--- src/rtl/serial_word_feeder.sv ---
`default_nettype none
// ============================================================================
//  Module      : serial_word_feeder
//  Description : Accepts parallel words over valid/ready and shifts them out
//                LSB-first on a single serial line, with an optional idle gap.
//  Revision    : 1.0 - initial release
// ============================================================================
module serial_word_feeder #(
    parameter int   WIDTH      = 14,
    parameter int   GAP        = 0,
    parameter logic IDLE_LEVEL = 1'b0
) (
    input  logic             clk,
    input  logic             rst,
    input  logic [WIDTH-1:0] data_in,
    input  logic             data_valid,
    output logic             data_ready,
    output logic             ser_out,
    output logic             ser_valid,
    output logic             word_done,
    output logic [15:0]      word_cnt
);

    localparam int                 c_CNT_W    = $clog2(WIDTH);
    localparam logic [c_CNT_W-1:0] c_LAST_BIT = c_CNT_W'(WIDTH - 1);
    localparam logic [7:0]         c_GAP_LAST = (GAP == 0) ? 8'd0 : 8'(GAP - 1);

    localparam logic [1:0] c_ST_IDLE  = 2'd0;
    localparam logic [1:0] c_ST_SHIFT = 2'd1;
    localparam logic [1:0] c_ST_GAP   = 2'd2;

    logic [1:0]         r_state;
    logic [c_CNT_W-1:0] r_bit_cnt;
    logic [7:0]         r_gap_cnt;
    logic [WIDTH-1:0]   r_shift;
    logic               r_ser_out;
    logic               r_ser_valid;
    logic               r_word_done;
    logic [15:0]        r_word_cnt;

    logic [1:0]         w_state_nxt;
    logic [c_CNT_W-1:0] w_bit_cnt_nxt;
    logic [7:0]         w_gap_cnt_nxt;
    logic [WIDTH-1:0]   w_shift_nxt;
    logic               w_ser_out_nxt;
    logic               w_ser_valid_nxt;
    logic               w_word_done_nxt;
    logic [15:0]        w_word_cnt_nxt;
    logic               w_last_bit;
    logic               w_gap_last;
    logic               w_ready;
    logic               w_accept;

    assign w_last_bit = (r_state == c_ST_SHIFT) && (r_bit_cnt == c_LAST_BIT);
    assign w_gap_last = (r_state == c_ST_GAP) && (r_gap_cnt == c_GAP_LAST);
    assign w_ready    = !rst && ((r_state == c_ST_IDLE) ||
                                 (w_last_bit && (GAP == 0)) ||
                                 w_gap_last);
    assign w_accept   = data_valid && w_ready;

    always_comb begin
        w_state_nxt     = r_state;
        w_bit_cnt_nxt   = r_bit_cnt;
        w_gap_cnt_nxt   = r_gap_cnt;
        w_shift_nxt     = r_shift;
        w_ser_out_nxt   = IDLE_LEVEL;
        w_ser_valid_nxt = 1'b0;
        w_word_done_nxt = 1'b0;
        w_word_cnt_nxt  = r_word_cnt;

        case (r_state)
            c_ST_IDLE: begin
                w_state_nxt = c_ST_IDLE;
            end
            c_ST_SHIFT: begin
                if (!w_last_bit) begin
                    w_bit_cnt_nxt   = r_bit_cnt + 1'b1;
                    w_shift_nxt     = {1'b0, r_shift[WIDTH-1:1]};
                    w_ser_out_nxt   = r_shift[0];
                    w_ser_valid_nxt = 1'b1;
                    w_word_done_nxt = (w_bit_cnt_nxt == c_LAST_BIT);
                end else begin
                    if (r_word_cnt != 16'hFFFF) begin
                        w_word_cnt_nxt = r_word_cnt + 16'd1;
                    end
                    if (GAP > 0) begin
                        w_state_nxt   = c_ST_GAP;
                        w_gap_cnt_nxt = 8'd0;
                    end else begin
                        w_state_nxt = c_ST_IDLE;
                    end
                end
            end
            c_ST_GAP: begin
                if (w_gap_last) begin
                    w_state_nxt = c_ST_IDLE;
                end else begin
                    w_gap_cnt_nxt = r_gap_cnt + 8'd1;
                end
            end
            default: begin
                w_state_nxt = c_ST_IDLE;
            end
        endcase

        // An accepted word overrides whatever the current state would do next,
        // which is what makes back-to-back streaming gapless.
        if (w_accept) begin
            w_state_nxt     = c_ST_SHIFT;
            w_bit_cnt_nxt   = '0;
            w_shift_nxt     = {1'b0, data_in[WIDTH-1:1]};
            w_ser_out_nxt   = data_in[0];
            w_ser_valid_nxt = 1'b1;
            w_word_done_nxt = 1'b0;
        end
    end

    always_ff @(posedge clk) begin
        if (rst) begin
            r_state     <= c_ST_IDLE;
            r_bit_cnt   <= '0;
            r_gap_cnt   <= 8'd0;
            r_shift     <= '0;
            r_ser_out   <= IDLE_LEVEL;
            r_ser_valid <= 1'b0;
            r_word_done <= 1'b0;
            r_word_cnt  <= 16'd0;
        end else begin
            r_state     <= w_state_nxt;
            r_bit_cnt   <= w_bit_cnt_nxt;
            r_gap_cnt   <= w_gap_cnt_nxt;
            r_shift     <= w_shift_nxt;
            r_ser_out   <= w_ser_out_nxt;
            r_ser_valid <= w_ser_valid_nxt;
            r_word_done <= w_word_done_nxt;
            r_word_cnt  <= w_word_cnt_nxt;
        end
    end

    assign data_ready = w_ready;
    assign ser_out    = r_ser_out;
    assign ser_valid  = r_ser_valid;
    assign word_done  = r_word_done;
    assign word_cnt   = r_word_cnt;

endmodule
`default_nettype wire

--- config.mk ---
export PLATFORM = sky130hd
export DESIGN_NAME = serial_word_feeder
export DESIGN_NICKNAME = d
export VERILOG_FILES = /design/src/rtl/serial_word_feeder.sv
export SDC_FILE = /design/constraint.sdc
export NUM_CORES = 1
export LEC_CHECK = 0
export CAP_MARGIN = 20
export CELL_PAD_IN_SITES_DETAIL_PLACEMENT = 0
export CELL_PAD_IN_SITES_GLOBAL_PLACEMENT = 1
export CORE_MARGIN = 2
export CORE_UTILIZATION = 41
export DETAILED_ROUTE_END_ITERATION = 7
export PLACE_DENSITY = 0.94
export SYNTH_ARGS = -nofsm -noshare
export SYNTH_HDL_FRONTEND = slang
export SYNTH_SLANG_ARGS = --single-unit
--- constraint.sdc ---
create_clock -name clk -period 3.35 [get_ports clk]
set_clock_uncertainty 0.05 [all_clocks]
set_input_delay 0.67 -clock clk [delete_from_list [all_inputs] [get_ports clk]]
set_output_delay 0.67 -clock clk [all_outputs]
set_load 0.01 [all_outputs]
; ---- Word level (Yosys, flattened, before mapping)
; Index checks and enable logic that the tools add are counted.
[totals]
out_inout_bits = 20
input_bits = 17
regBits = 46
[classes]
n_reduce_logical = 18
add_sub_neg = 3
n_bitwise = 3
mux = 13
n_eq_ne = 10
[ops]
columns = op, n
row1 = 2-to-1 mux 13 bit, 3
row2 = adder 16 x 1 -> 16 bit (second input constant), 1
row3 = inequality test 16 bit (second input constant), 1
row4 = AND reduction 2 bit, 5
row5 = adder 8 x 1 -> 8 bit (second input constant), 1
row6 = == test 4 bit (second input constant), 2
row7 = zero test 8 bit, 1
row8 = 2-to-1 mux 1 bit, 7
row9 = inequality test 3 bit (second input constant), 2
row10 = adder 4 x 1 -> 4 bit (second input constant), 1
row11 = logical AND 1 bit, 4
row12 = 2-to-1 mux 2 bit, 2
row13 = inequality test 2 bit (second input constant), 2
row14 = case mux 2 bit (2 select lines), 1
row15 = OR reduction 4 bit, 1
row16 = NOT 1 bit, 3
row17 = AND reduction 3 bit, 1
row18 = == test 2 x 1 -> 1 bit (second input constant), 1
row19 = == test 2 bit (second input constant), 1
row20 = zero test 2 bit, 1
row21 = logical OR 1 bit, 2
row22 = inequality test 2 x 1 -> 1 bit (second input constant), 1
row23 = nonzero test 2 bit, 1
row24 = OR reduction 2 bit, 1
row25 = zero test 1 bit, 1

; ---- Depth between registers and ports, before layout
; Gate-level depths: netlist of run 1.
[logic_depth]
word_depth = 8
ltp_mapped = 7
depth_no_buf = 6

; ---- Least setup slack after synthesis of run 1
; Ideal clock, no wire load.
[synth_path]
path_kind = input -> output
start = input rst
end = output data_ready
required_time_ps = 2630
slack_ps = 1303
n_path_buf = 2
path_stages = 3
t_arrival_ps = 1327
cell_sequence = clkbuf_1 clkbuf_1 nor2_1
[synth_between]
elab_chain_len = 2
[synth_rtl]
columns = element, line_no
row1 = from (decl), 14  ; input logic rst,
row2 = zero test 1 bit, 56  ; assign w_ready = !rst && ((r_state == c_ST_IDLE) ||
row3 = logical AND 1 bit, 56
row4 = to (decl), 17  ; output logic data_ready,
; No other way between the ends.

; ---- Worst setup path after layout of run 1
[layout_path]
start = register r_bit_cnt[0]
end = output data_ready
[layout_between]
elab_chain_len = 5
[layout_rtl]
columns = element, line_no
row1 = from (decl), 33  ; logic [c_CNT_W-1:0] r_bit_cnt;
row2 = from (signal assigned), 130  ; r_bit_cnt <= w_bit_cnt_nxt;
row3 = == test 4 bit, 54  ; assign w_last_bit = (r_state == c_ST_SHIFT) && (r_bit_cnt == c_LAST_BIT);
row4 = logical AND 1 bit, 54
row5 = logical OR 1 bit, 56
row6 = logical OR 1 bit, 57  ; (w_last_bit && (GAP == 0)) ||
row7 = logical AND 1 bit, 56
; No other way between the ends.

==> results of run 1 <==
==> worst min-delay path, stage by stage (launching register included) <==
cell and delay (ns):
dfxtp_1 0.32, nand2_1 0.06, a21oi_1 0.05
==> final cells by class <==
class                      instances  area [um2]  share of cell area (%)
multi-input combinational        142         970                    42.7
sequential                        37         741                    32.7
timing repair buffer              38         375                    16.5
clock buffer                       7        96.3                    4.25
tap                               50        62.6                    2.76
inverter                           5        18.8                   0.827
clock inverter                     1        5.00                   0.221
==> metal layers <==
metal  GRT usage, %  share of wire, %  vias up
met1           19.7                47      734
li1               -                 -      808
met5              0                 0        -
met3           5.96               5.9        0
met2           26.5                47       46
met4           3.85                 0        0
==> registers in the layout, summed over array words and instances (netlist names) <==
signal and cells:
word_done 1, ser_valid 1, r_bit_cnt 4, r_state 1
r_shift 13, word_cnt 16, ser_out 1
==> power breakdown <==
part	leakage, nW	switching, mW	internal [mW]
registers	0.302	0.00995	0.457
logic	0.448	0.0389	0.0435
clock network	0.0542	0.157	0.186
==> path summary, 6_finish.rpt <==
path / start / to / slack (ns) / depth (start not counted)
worst max-delay path: r_bit_cnt[0]$_SDFFE_PP0N_ / data_ready / 0.67 / 5
worst max register to register: r_bit_cnt[0]$_SDFFE_PP0N_ / word_cnt[11]$_SDFFE_PP0P_ / 0.99 / 5
worst min register to register: r_shift[0]$_SDFFE_PP0P_ / ser_out$_SDFF_PP0_ / 0.43 / 2
worst min-delay path: r_shift[0]$_SDFFE_PP0P_ / ser_out$_SDFF_PP0_ / 0.43 / 2
==> cells in the mapped netlist, drive strengths merged (2+ instances only) <==
cell,n
nand2,11
xor2,2
mux2,2
inv,4
or2,2
a211oi,14
nand4,5
nor4,3
o31ai,6
a31oi,2
or4,6
ha,4
nor2b,2
clkbuf,8
nor2,20
dfxtp,37
a21oi,12
or3,3
nor3,5
mux2i,15
o21ai,3
and2,2
o21bai,2
nand3,10
o41ai,2
o311ai,2
buf,2
==> cell usage in the layout (no fill, tap or decap), types with 4 or more instances in the layout <==
master / Yosys / routed
a211oi_1: 14 / 14
a21oi_1: 12 / 12
clkbuf_8: 0 / 7
clkdlybuf4s50_1: 0 / 36
dfxtp_1: 37 / 37
ha_1: 4 / 4
inv_1: 4 / 4
mux2i_1: 15 / 15
nand2_1: 11 / 11
nand3_1: 10 / 10
nor2_1: 20 / 20
nor3_1: 5 / 5
o31ai_1: 6 / 6
or4_1: 5 / 5
==> cell families after synthesis <==
logic type	after synthesis	share of synthesized area, %
flip-flops	37	41.9
AO/OA/AOI/OAI	48	18.8
buffers and inverters	15	3.32
AND/OR/NAND/NOR	71	22.4
XOR/XNOR	2	0.990
multiplexers	17	9.76
adder cells (fa/ha/maj)	4	2.83
==> impl_metrics.ini, run 1 <==
[die]
fp-row-count = 23
floorplan_die_height_um = 69.7
ioPinCount = 37
design.core.area_um2 = 4090
floorplan.initialDensity_pct = 43.3
die_x_um = 69.7
fp.dieArea_um2 = 4860

[routing]
avgRoutedWirePerCell_um = 13.3
drt_wl_total_um = 3720
drt_drc_violations_left = 0
vias = 1588
viasPerCell = 5.67
drt_iter0_markers = 76
drtAntennaViolNets = 0
drt-pass1-iter-count = 4

[synth]
synth.yosys.seq_area_share_pct = 41.9
post-synth-top-area-fraction_pct = 41.9
async_flop_share_pct = 0
yosys.area.top_type = dfxtp_1
syn-cell-area_um2 = 1770
netlist_instances = 194
ys_dominant_reg_cell = dfxtp_1
post_synth.cell_area_avg_um2 = 9.12
synth-warning-count = 0
postSynthRegisterBits = 37
mappedNetlistNets = 215
synth-edff-count = 0
synth_cell_types = 39
yosys-top-cells-area = dfxtp_1 (42%), mux2i_1 (8.5%), a211oi_1 (5.9%), nor2_1 (4.2%), a21oi_1 (3.4%)

[critical_path]
worstPathArrival_ns = 1.96
cp_data_required_time_ns = 2.63
crit_path_cell_chain = ha_1, nand3_1, and2_1, nor2_1, clkdlybuf4s50_1
maximum_cell_stage_delay_along_the_critical_path_ns = 0.55
cp_top_family = buffers and inverters
timing.critical_path.from_type = register
worstPathMaxFanout = 6
cp_num_buf_inv = 1
crit_path_end_kind = output pin
critPathKind = register to output pin
slowest_stage = clkdlybuf4s50_1

[clock_tree]
cts.hold.buffers_added = 0
cts-htree-levels = 2
post_cts_resize_count = 0
cts.path.max_buffers = 2
clock-sinks = 37
clock_latency_ns = 0.29
path_clk_slew_ns = 0.07
post_cts_buffers = 0
cts_made_buffers = 5
cts_root_buffer = clkbuf_8
tritoncts = done

[timing]
fmax_mhz = 373
holdWs_ns = 0.430
final.min_clock_period_ns = 2.68
timing_hold_violations_final = 0
unrepaired_setup_endpoints_after_global_routing = false
timing.final.crit_share_pct = 80.0
setup-tns-final_ns = 0
number_of_max_slew_violations_in_the_final_report = 0
final-setup-viol-count = 0
max_slew_margin_pct = 43.0
final.setup.worst_slack_ns = 0.671
pin_slew_with_the_least_headroom_to_its_limit_ns = 0.853

[final_layout]
layout.nets = 250
fraction_of_the_core_area_covered_by_cells_at_the_end_of_the_flow_pct = 55.5
final_layout_size_suffix_gt1_share_pct = 7.39
antenna-diode-count = 0
final_cell_count_no_fill = 280
fillerInstances = 391
non_filler_cell_area_final_um2 = 2270
syn2layout_area_growth_pct = 28.2

[job]
drv_cap = 0

[grt]
grt_first_pass_wirelength_um = 6270
grt_usage_pct = 16.0
grt_pass1_vias = 1377
largest_net_degree_at_the_start_of_global_routing = 38
antenna_found_initial = 0
grt.overflow.total = 0

[pwr]
power.leakage_nw = 0.805
power-per-cell-area_nw_per_um2 = 393
totalPowerFinal_mw = 0.891
ir_worst_vdd_uv = 239

[placed_design]
dp_hpwl_um = 2580
port-buffer-count = 36
gp_routability_congestion = 0.796
placement.cell_area_um2 = 2170
dpl_worst_slack_ns = 0.817
dpl.cell_count = 272

[run_status]
outcome = finished clean

[min_path]
timing.hold.worst.class = register to register
No activity file was read; power rests on OpenSTA's default activity.
==> run 2, diff against run 1 <==
CORE_UTILIZATION = 34   (was 41)
PLACE_DENSITY = 0.85   (was 0.94)
clock period = 2.2 ns   (was 3.35 ns; I/O delays follow)
==> run 2 against run 1 <==
  * Wire length increased by 5.5%
  * Non-clock buffer count rose by 10
  * Worst hold slack worse by 0.014 ns
  * Critical path type unchanged
  * Final area rose by 5.8%
  * Setup slack lost 0.58 ns
  * Final cell count is 11% higher
  * Clock power increased by 110%
  * Die area grew 19%
  * Sequential share of layout area fell by 1.8 points
  * Combinational power grew 63%
  * First-iteration DRC count grew 72%
==> impl_metrics.ini, run 2 (same netlist as run 1, synthesis figures left out) <==
[clock_tree]
cts.path.max_buffers = 2
cts-htree-levels = 2
clock_latency_ns = 0.29
clock-sinks = 37
post_cts_resize_count = 1
post_cts_buffers = 0
cts_root_buffer = clkbuf_8
tritoncts = done
path_clk_slew_ns = 0.08
cts.hold.buffers_added = 0
cts_made_buffers = 5

[grt]
grt_usage_pct = 14.2
antenna_found_initial = 0
grt_first_pass_wirelength_um = 6840
grt.overflow.total = 0
groute.layer.met1.usage_pct = 18.1
grt_pass1_vias = 1517
grtUsageMet2_pct = 23.6
gr-max-usage-layer = met2
met3_usage_pct = 3.91
largest_net_degree_at_the_start_of_global_routing = 38

[critical_path]
maximum_cell_stage_delay_along_the_critical_path_ns = 0.33
critPathKind = register to output pin
timing.critical_path.from_type = register
crit_path_cell_chain = inv_1, ha_1, nand3_1, and2_1, nor2_1, dlygate4sd2_1
worstPathArrival_ns = 1.62
worstPathMaxFanout = 3
slowest_stage = dfxtp_1
crit_path_end_kind = output pin
worst-r2r-cell-count = 6
cp_data_required_time_ns = 1.71

[final_layout]
syn2layout_area_growth_pct = 35.6
final_layout_size_suffix_gt1_share_pct = 11.3
mostFrequentLayoutCell = dfxtp_1
largest_reg_flops = 16
fillerInstances = 506
antenna-diode-count = 0
commonest_non_fill_non_tap_cells_in_the_layout = dfxtp_1 (37), clkdlybuf4s50_1 (35), nor2_1 (20), mux2i_1 (15), a211oi_1 (14)
multi_input_comb_area_um2 = 970
non_filler_cell_area_final_um2 = 2400
layout.nets = 260
ff_latch_area_um2 = 741

[pwr]
sw_ratio_pct = 21.8
power-per-cell-area_nw_per_um2 = 649
internal_power_mw = 1.22
ir_worst_vdd_uv = 381
switchingPower_mw = 0.340
clockPowerShare_pct = 45.9
power.leakage_nw = 0.871
seq_power_share_pct = 45.5
p_comb_share_pct = 8.6
totalPowerFinal_mw = 1.56

[die]
fp.dieArea_um2 = 5800
die_x_um = 76.1
floorplan.initialDensity_pct = 34.9
floorplan_die_height_um = 76.1
ioPinCount = 37
design.core.area_um2 = 5070
fp-row-count = 26

[routing]
drtAntennaViolNets = 0
drt_drc_violations_left = 0
drt-pass1-iter-count = 4
drt_iter0_markers = 131
drt_wl_total_um = 3930
viasPerCell = 5.19
vias = 1610
avgRoutedWirePerCell_um = 12.7

[placed_design]
port-buffer-count = 36
dp_hpwl_um = 2730
placement.cell_area_um2 = 2270
dpl_worst_slack_ns = 0.131
gp_routability_congestion = 0.758

[timing]
pin_slew_with_the_least_headroom_to_its_limit_ns = 0.533
final.min_clock_period_ns = 2.11
final.setup.worst_slack_ns = 0.0869
fmax_mhz = 473
timing_hold_violations_final = 0
setup-tns-final_ns = 0
timing.final.crit_share_pct = 96.1
final-setup-viol-count = 0
holdWs_ns = 0.417
number_of_max_slew_violations_in_the_final_report = 0
unrepaired_setup_endpoints_after_global_routing = false
max_slew_margin_pct = 64.2

[min_path]
min_path_cells = 2
timing.hold.worst.class = register to register

[run_status]
outcome = finished clean

[job]
drv_cap = 0
## run 2: worst max-delay path, delay by kind of cell, from the launching register on
family                   cells  cell delay (ns)
AND/OR/NAND/NOR              3             0.43
flip-flops                   1             0.33
buffers and inverters        2             0.38
adder cells (fa/ha/maj)      1             0.18
## run 2: area by class of cell
| cell class | count | area share, % |
|---|---|---|
| clock buffer | 5 | 2.87 |
| clock inverter | 3 | 2.71 |
| inverter | 5 | 0.782 |
| multi-input combinational | 142 | 40.4 |
| sequential | 37 | 30.9 |
| tap | 70 | 3.65 |
| timing repair buffer | 48 | 18.7 |
## run 2: metrics by stage
stage	utilization, %	cells
final	47.3	310
after global routing	47.3	310
after CTS	47.3	310
after detailed placement	44.7	302
after global placement	44.7	302
after floorplan	-	194
## run 2: path summary, 6_finish.rpt
path	slack, ns	startpoint	end
setup / recovery	0.09	r_bit_cnt[1]$_SDFFE_PP0N_	data_ready
hold / removal	0.42	r_shift[0]$_SDFFE_PP0P_	ser_out$_SDFF_PP0_
setup reg to reg	0.22	r_bit_cnt[1]$_SDFFE_PP0N_	word_cnt[10]$_SDFFE_PP0P_
hold reg to reg	0.42	r_shift[0]$_SDFFE_PP0P_	ser_out$_SDFF_PP0_
## run 2: power by group through the flow
stage / Clock [mW] / Sequential (mW) / Combinational [mW]
6_report: 0.715 / 0.708 / 0.134
5_1_grt: 0.751 / 0.711 / 0.149
4_1_cts: 0.725 / 0.708 / 0.136
3_5_place_dp: 0 / 0.723 / 0.137
3_3_place_gp: 0 / 0.723 / 0.134
2_1_floorplan: 0 / 0.723 / 0.0756
## run 2: per-layer routing
layer  up-vias  wire length [um]
met2        29              1810
met1       758              1920
met3         5               145
li1        818                 -
met4         0                46
met5         -                 0
